==> src/rtl/mmc_resp_rx.sv <==
`default_nettype none
// +--------------------------------------------------------------------------+
// | mmc_resp_rx : CMD-line response receiver (short/long frames, CRC7, Ncr)   |
// | Rev 1.0                                                                  |
// +--------------------------------------------------------------------------+
module mmc_resp_rx #(
  parameter int SHORT_BITS     = 48,
  parameter int LONG_BITS      = 136,
  parameter int TIMEOUT_BITS   = 64,
  parameter bit SAMPLE_FALLING = 1'b0
) (
  input  logic                 clk_i,
  input  logic                 rst_i,
  input  logic                 bitclk_i,
  input  logic                 start_i,
  input  logic                 abort_i,
  input  logic                 long_i,
  input  logic                 crc_en_i,
  input  logic                 data_i,
  output logic [LONG_BITS-1:0] resp_o,
  output logic                 active_o,
  output logic                 complete_o,
  output logic                 timeout_o,
  output logic                 crc_err_o,
  output logic                 end_err_o
);

  localparam int IDX_W = $clog2(LONG_BITS);
  localparam int TMO_W = $clog2(TIMEOUT_BITS + 1);
  localparam logic [IDX_W-1:0] SHORT_SECOND = IDX_W'(SHORT_BITS - 2);
  localparam logic [IDX_W-1:0] LONG_SECOND  = IDX_W'(LONG_BITS - 2);
  localparam logic [IDX_W-1:0] LONG_CRC_TOP = IDX_W'(LONG_BITS - 9);
  localparam logic [IDX_W-1:0] CRC_LOW      = IDX_W'(8);
  localparam logic [TMO_W-1:0] TMO_LIMIT    = TMO_W'(TIMEOUT_BITS);
  localparam logic [TMO_W-1:0] TMO_ONE      = TMO_W'(1);
  localparam logic [IDX_W-1:0] IDX_ONE      = IDX_W'(1);

  typedef enum logic [1:0] {
    S_IDLE = 2'd0,
    S_WAIT = 2'd1,
    S_RX   = 2'd2,
    S_DONE = 2'd3
  } state_t;

  state_t               state_q, state_d;
  logic                 clk_q;
  logic                 long_q, long_d;
  logic                 crc_en_q, crc_en_d;
  logic [LONG_BITS-1:0] resp_q, resp_d;
  logic [IDX_W-1:0]     idx_q, idx_d;
  logic [TMO_W-1:0]     tmo_q, tmo_d;
  logic [6:0]           crc_q, crc_d;
  logic                 timeout_q, timeout_d;
  logic                 crc_err_q, crc_err_d;
  logic                 end_err_q, end_err_d;

  logic       capture;
  logic       crc_window;
  logic [6:0] crc_upd;

  assign capture = SAMPLE_FALLING ? (~bitclk_i & clk_q) : (bitclk_i & ~clk_q);
  // Long frames exclude the 0x3F header byte from the CRC; the start bit is a
  // zero fed into a zero register, so skipping it changes nothing.
  assign crc_window = (idx_q >= CRC_LOW) && (!long_q || (idx_q <= LONG_CRC_TOP));
  assign crc_upd    = {crc_q[5:0], 1'b0} ^ ((crc_q[6] ^ data_i) ? 7'h09 : 7'h00);

  always_comb begin
    state_d   = state_q;
    long_d    = long_q;
    crc_en_d  = crc_en_q;
    resp_d    = resp_q;
    idx_d     = idx_q;
    tmo_d     = tmo_q;
    crc_d     = crc_q;
    timeout_d = timeout_q;
    crc_err_d = crc_err_q;
    end_err_d = end_err_q;
    if (abort_i) begin
      state_d = S_IDLE;
    end else begin
      case (state_q)
        S_IDLE: begin
          if (start_i) begin
            state_d   = S_WAIT;
            long_d    = long_i;
            crc_en_d  = crc_en_i;
            resp_d    = '0;
            crc_d     = '0;
            tmo_d     = '0;
            timeout_d = 1'b0;
            crc_err_d = 1'b0;
            end_err_d = 1'b0;
          end
        end
        S_WAIT: begin
          if (capture) begin
            if (!data_i) begin
              state_d = S_RX;
              resp_d  = {resp_q[LONG_BITS-2:0], 1'b0};
              idx_d   = long_q ? LONG_SECOND : SHORT_SECOND;
            end else if (tmo_q != TMO_LIMIT) begin
              tmo_d = tmo_q + TMO_ONE;
              if ((tmo_q + TMO_ONE) == TMO_LIMIT) begin
                state_d   = S_DONE;
                timeout_d = 1'b1;
              end
            end
          end
        end
        S_RX: begin
          if (capture) begin
            resp_d = {resp_q[LONG_BITS-2:0], data_i};
            if (crc_window) crc_d = crc_upd;
            // At the end bit the low seven received bits are the frame's CRC field.
            if (idx_q == '0) begin
              state_d   = S_DONE;
              crc_err_d = crc_en_q && (crc_q != resp_q[6:0]);
              end_err_d = ~data_i;
            end else begin
              idx_d = idx_q - IDX_ONE;
            end
          end
        end
        S_DONE:  state_d = S_IDLE;
        default: state_d = S_IDLE;
      endcase
    end
  end

  always_ff @(posedge clk_i or posedge rst_i) begin
    if (rst_i) begin
      state_q   <= S_IDLE;
      clk_q     <= 1'b0;
      long_q    <= 1'b0;
      crc_en_q  <= 1'b0;
      resp_q    <= '0;
      idx_q     <= '0;
      tmo_q     <= '0;
      crc_q     <= '0;
      timeout_q <= 1'b0;
      crc_err_q <= 1'b0;
      end_err_q <= 1'b0;
    end else begin
      state_q   <= state_d;
      clk_q     <= bitclk_i;
      long_q    <= long_d;
      crc_en_q  <= crc_en_d;
      resp_q    <= resp_d;
      idx_q     <= idx_d;
      tmo_q     <= tmo_d;
      crc_q     <= crc_d;
      timeout_q <= timeout_d;
      crc_err_q <= crc_err_d;
      end_err_q <= end_err_d;
    end
  end

  assign resp_o     = resp_q;
  assign active_o   = (state_q != S_IDLE);
  assign complete_o = (state_q == S_DONE);
  assign timeout_o  = timeout_q;
  assign crc_err_o  = crc_err_q;
  assign end_err_o  = end_err_q;

endmodule
`default_nettype wire

==> config.mk <==
export PLATFORM = sky130hd
export DESIGN_NAME = mmc_resp_rx
export DESIGN_NICKNAME = d
export VERILOG_FILES = /design/src/rtl/mmc_resp_rx.sv
export SDC_FILE = /design/constraint.sdc
export NUM_CORES = 1
export LEC_CHECK = 0
export CORE_AREA = 2 2 123 125
export CTS_BUF_LIST = sky130_fd_sc_hd__clkbuf_16
export DETAILED_ROUTE_END_ITERATION = 16
export DIE_AREA = 0 0 125 127
export GPL_TIMING_DRIVEN = 0
export PLACE_DENSITY = 0.78
export SLEW_MARGIN = 20
export SYNTH_ARGS = -nofsm -noshare
export SYNTH_HDL_FRONTEND = slang
export SYNTH_SLANG_ARGS = --single-unit
==> constraint.sdc <==
create_clock -name clk_i -period 5.7 [get_ports clk_i]
set_clock_uncertainty 0.15 [all_clocks]
set_input_delay 0.57 -clock clk_i [delete_from_list [all_inputs] [get_ports clk_i]]
set_output_delay 0.57 -clock clk_i [all_outputs]
set_load 0.02 [all_outputs]
---- Word level (Yosys, flattened, before mapping) ----
Index checks and enable logic that the tools add are counted.
storage, ports and cells
  word-level logic and storage cells ...... 103
  flip-flop bits (word level) ............. 166
operators by class
  mux-type cells .......................... 41
  add/subtract/negate cells ............... 2
  eq/ne operators ......................... 22
  bitwise gates (word level) .............. 6
  magnitude comparators ................... 2
  reductions and logical operators ........ 19
operators with widths
  kind                                                                                  count
  136-bit two-way mux                                                                   4
  136-bit one-hot mux with 3 select lines                                               1
  7-bit two-way mux                                                                     6
  8-bit two-way mux                                                                     5
  7-bit one-hot mux with 2 select lines                                                 2
  6-bit AND reduction                                                                   4
  2-bit != test (second input constant)                                                 10
  2-bit two-way mux                                                                     8
  8-bit one-hot mux with 2 select lines                                                 1
  3-bit != test (second input constant)                                                 4
  5-bit AND reduction                                                                   2
  1-bit two-way mux                                                                     9
  8-bit by 4-bit greater-or-equal comparator with 1-bit output (second input constant)  1
  8-bit by 7-bit <= comparator with 1-bit output (second input constant)                1
  8-bit zero test                                                                       1
  4-bit != test (second input constant)                                                 2
  2-bit one-hot mux with 4 select lines                                                 1
  2-bit nonzero test                                                                    4
  8-bit by 1-bit subtractor with 8-bit output (second input constant)                   1
  7-bit by 1-bit adder with 7-bit output (second input constant)                        1
  7-bit equality test (second input constant)                                           1
  7-bit != test                                                                         1
  7-bit != test (second input constant)                                                 1
  7-bit AND reduction                                                                   1
  other kinds (14)                                                                      20

---- Depth between registers and ports, before layout ----
  depth in word-level cells ............... 8
  gate-level depth with buffers ........... 10
  gate-level depth less buffers ........... 7

---- Least setup slack after synthesis ----
Ideal clock, no wire load.
  path kind ............................... register to register
  from .................................... reg state_q[0]
  to ...................................... reg resp_q[61] (netlist: resp_o[61])
  arrival ................................. 2097 ps
  data required time ...................... 5418 ps
  cell stages (with the launch flop) ...... 11
  slack ................................... 3321 ps
  period minus slack after synthesis ...... 2379 ps
  library setup time ...................... 132 ps
  cells stage by stage .................... dfrtp_1 inv_1 ha_1 buf_2 a221o_1 or3b_1 buf_2 buf_6 buf_6 nand2_1 o21ai_1
between the ends
  longest elaborated chain between the ends .. 3
  elaborated cells between the ends (all ways) .. 10
RTL lines
  item                                                                    RTL line  text
  start, declared                                                         45        state_t state_q, state_d;
  start signal, assigned                                                  144       state_q <= state_d;
  2-bit by 1-bit equality test with 1-bit output (tied with other cells)  81        case (state_q)
  2-bit != test (no line) or 3-bit nonzero test (tied branches)           -
  6-bit AND reduction (no line)                                           -
  end signal, assigned                                                    148       resp_q <= resp_d;
  end, declared                                                           49        logic [LONG_BITS-1:0] resp_q, resp_d;
Parallel ways exist; a longest one is shown, timed or not.
A chain may end at the register's enable or synchronous reset.

---- Final worst setup path ----
  from .................................... reg state_q[0]
  to ...................................... reg resp_q[75] (netlist: resp_o[75])
Same word-level chain as after synthesis.

==> reports/qor.txt <==
Longest Clk Path Bufs: 2
antenna violations before repair: 0
main flop type after synthesis: sky130_fd_sc_hd__dfrtp_1
startpoint of the tightest hold check path: resp_o[135]$_DFFE_PP0P_
clock insertion delay at the later pin of the skew report: 0.42 ns
outcome: complete, no violations
Worst-Margin Slew: 0.821 ns
flip-flop and latch count after synthesis: 166
unrepaired setup endpoints after global routing: no
diode count: 0
number of CTS-inserted buffers: 17
ratio of routed vias to standard cells: 5.26
cell taking the most area after synthesis: sky130_fd_sc_hd__dfrtp_1
Static Leakage: 3.97 nW
share of Yosys cell area claimed by the top area cell type: 57.1%
maximum level of the CTS H-tree: 4
NetSw: 1.04 mW
Setup WS post-layout: 2.83 ns
max-slew headroom at the worst pin: 45.1%
IO Pins: 149
# port buffers: 147
critical path type: reg2reg
crit end category: flop
fraction of the yosys area taken by sequential cells: 57.1%
cells taking the most area after synthesis: sky130_fd_sc_hd__dfrtp_1, sky130_fd_sc_hd__nand2_1, sky130_fd_sc_hd__o21ai_0
Initial Utilization: 50.4%
Yosys Warn Count: 0
post-synthesis cell type count: 44
last weighted congestion value of the routability-driven placer: 0.857
global-route usage over all layers: 22.3%
CP max-delay cell: sky130_fd_sc_hd__nor2_1
area added between synthesis and finish: 32.6%
final routed DRC violation total: 0
post-layout instance area: 9640 um^2
CP cell instances: inv_1, ha_1, buf_2, nor2_1, nor2_1, buf_2, clkbuf_1, nand2_1, o21ai_1
worst endpoint data arrival time: 3.05 ns
Post-synth EDFFs: 0
path depth of the worst reg2reg path: 9
power density over the cells: 338 nW/um^2
number of endpoints with negative hold slack in the final report: 0
required time at the worst-slack endpoint: 5.89 ns
leftover overflow at the end of global routing: 0
register share of total power: 39.2%
DIE HEIGHT: 127 um
DIE WIDTH: 125 um
number of max-cap violations: 0
part of the cycle the worst path needs: 50.3%
final instance count without filler cells: 1169
Tot Pwr: 3.26 mW
synthesized area divided by synthesized cell count: 9.03 um^2
synthesized netlist cell count: 805
vias in the first global route: 5667
via total after detailed routing: 6150
instance count after placement with tap cells included: 1137
worst-case setup slack after placement: 2.73 ns
start of the worst register-to-register path: state_q[0]$_DFFE_PP0P_
cell depth of the worst min-delay path: 2
die outline area: 15900 um^2
pin count of the biggest net entering global routing: 91
number of buffers inserted by post-CTS setup repair: 0
total core area: 14400 um^2
largest driver fanout on the critical path: 10
share of synthesized flip-flops with an asynchronous set or reset: 100%
number of setup violations in the final report: 0
Mapped Area: 7270 um^2
post-route minimum period: 2.87 ns
most common cell after layout, fill and taps aside: sky130_fd_sc_hd__nand2_1
Min-Delay Path Class: reg2reg
peak ir drop on the vdd network: 0.236 mV
Post-CTS Hold Buffers: 0
routed wire length: 17300 um
design internal power: 2.22 mW
clock tree from TritonCTS: built
number of detailed-routing iterations run before antenna repair: 5
crit path launch: state_q[0]$_DFFE_PP0P_
final antenna-violating net count: 0
Reg clk slew, reported paths: 0.06 ns
proportion of total power due to net switching: 32.0%
Detailed Route Iter0 Violations: 414
count of clock tree sinks: 166
Clk network pwr share: 38.0%
Post-Synthesis Net Count: 823
Logic pwr share: 22.8%
buffer cell driving the clock tree root: sky130_fd_sc_hd__clkbuf_16
final net count: 990
routed wire length per instance: 14.8 um
total cell area at the placement stage: 9010 um^2
Post-CTS Resized: 0
slack of the worst reg-to-reg path: 2.83 ns
Slew Limit Fails: 0
most frequent cells in the layout: sky130_fd_sc_hd__nand2_1, sky130_fd_sc_hd__dfrtp_1, sky130_fd_sc_hd__clkdlybuf4s50_1
HPWL Detailed: 11900 um
Max stage delay on crit path: 0.64 ns
Max Fclk: 0.349 GHz
site row count: 44
CP startpoint kind: flop
ratio of cells with drive above 1 in the final layout: 7.51%
first-pass GRT wire length: 28600 um
registers in the layout, indices dropped and copies added, names as in the netlist:
signal and flops:
resp_o 136, timeout_o 1, crc_q 7, crc_en_q 1, end_err_o 1, crc_err_o 1, tmo_q 7, clk_q 1
long_q 1, state_q 2, idx_q 8
synthesized netlist by cell type (3+ instances only):
| cell type | number |
|---|---|
| sky130_fd_sc_hd__o21ai_0 | 85 |
| sky130_fd_sc_hd__clkbuf_1 | 20 |
| sky130_fd_sc_hd__xor2_1 | 7 |
| sky130_fd_sc_hd__o21ai_1 | 83 |
| sky130_fd_sc_hd__nor3_1 | 5 |
| sky130_fd_sc_hd__a221o_1 | 5 |
| sky130_fd_sc_hd__buf_6 | 9 |
| sky130_fd_sc_hd__clkbuf_2 | 9 |
| sky130_fd_sc_hd__nor2_1 | 15 |
| sky130_fd_sc_hd__or2_2 | 4 |
| sky130_fd_sc_hd__buf_2 | 13 |
| sky130_fd_sc_hd__nand3_1 | 10 |
| sky130_fd_sc_hd__inv_1 | 19 |
| sky130_fd_sc_hd__nor4_1 | 3 |
| sky130_fd_sc_hd__dfrtp_1 | 166 |
| sky130_fd_sc_hd__nand2b_1 | 3 |
| sky130_fd_sc_hd__ha_1 | 10 |
| sky130_fd_sc_hd__a22o_1 | 3 |
| sky130_fd_sc_hd__a21oi_1 | 7 |
| sky130_fd_sc_hd__and3_1 | 3 |
| sky130_fd_sc_hd__xnor2_1 | 5 |
| sky130_fd_sc_hd__nand2_1 | 289 |
| sky130_fd_sc_hd__mux2_2 | 3 |
path summary, 6_finish.rpt:
check,to
max,resp_o[75]$_DFFE_PP0P_
min,resp_o[135]$_DFFE_PP0P_
max reg2reg,resp_o[75]$_DFFE_PP0P_
min reg2reg,resp_o[135]$_DFFE_PP0P_
max in group asynchronous,resp_o[119]$_DFFE_PP0P_
min in group asynchronous,resp_o[87]$_DFFE_PP0P_
logic make-up (layout without fill, tap and decap cells):
kind of cell             count (synthesis)  in the layout  share of synthesized area, %
flip-flops                             166            166                          57.1
XOR/XNOR                                12             12                          1.45
buffers and inverters                   70            250                          4.92
multiplexers                             3              3                         0.465
adder cells (fa/ha/maj)                 10             10                          1.72
AND/OR/NAND/NOR                        348            348                          19.8
AO/OA/AOI/OAI                          196            196                          14.5
power groups by stage:
stage / Clock (mW) / Sequential, mW / Combinational, mW
global placement: 0 / 1.30 / 0.728
finish: 1.24 / 1.28 / 0.743
detailed placement: 0 / 1.30 / 0.739
floorplan: 0 / 1.29 / 0.547
global route: 1.31 / 1.29 / 0.822
CTS: 1.25 / 1.28 / 0.744
critical path: cells and delay by family, from the launching register on:
family                   cells  cell delay, ns
AO/OA/AOI/OAI                1            0.16
AND/OR/NAND/NOR              3            0.85
adder cells (fa/ha/maj)      1            0.15
flip-flops                   1            0.44
buffers and inverters        4            1.02
metrics by stage:
step	TNS [ns]	hold WS (ns)	utilization, %
6_report	0	0.325	66.9
4_1_cts	0	0.333	66.9
3_3_place_gp	-288.36	0.312	62.2
2_1_floorplan	0	0.330	-
3_5_place_dp	0	0.319	62.5
5_1_grt	0	0.366	66.9
layer usage:
| metal | vias up | track usage [%] | part of all wire, % |
|---|---|---|---|
| li1 | 3002 | - | - |
| met1 | 2957 | 31.3 | 47 |
| met2 | 174 | 35.0 | 47 |
| met3 | 17 | 5.23 | 5.2 |
| met4 | 0 | 6.34 | 1.0 |
| met5 | - | 0 | 0 |
layout make-up:
cell class | instances | area, um^2
multi-input cells | 569 | 2760
flip-flops and latches | 166 | 4150
clock buffers | 17 | 425
clock inverters | 15 | 209
plain buffers | 51 | 287
inverters | 19 | 78.8
fillers | 1147 | 4780
repair buffers | 148 | 1500
well taps | 184 | 230
Power figures use the tool's default switching activity.
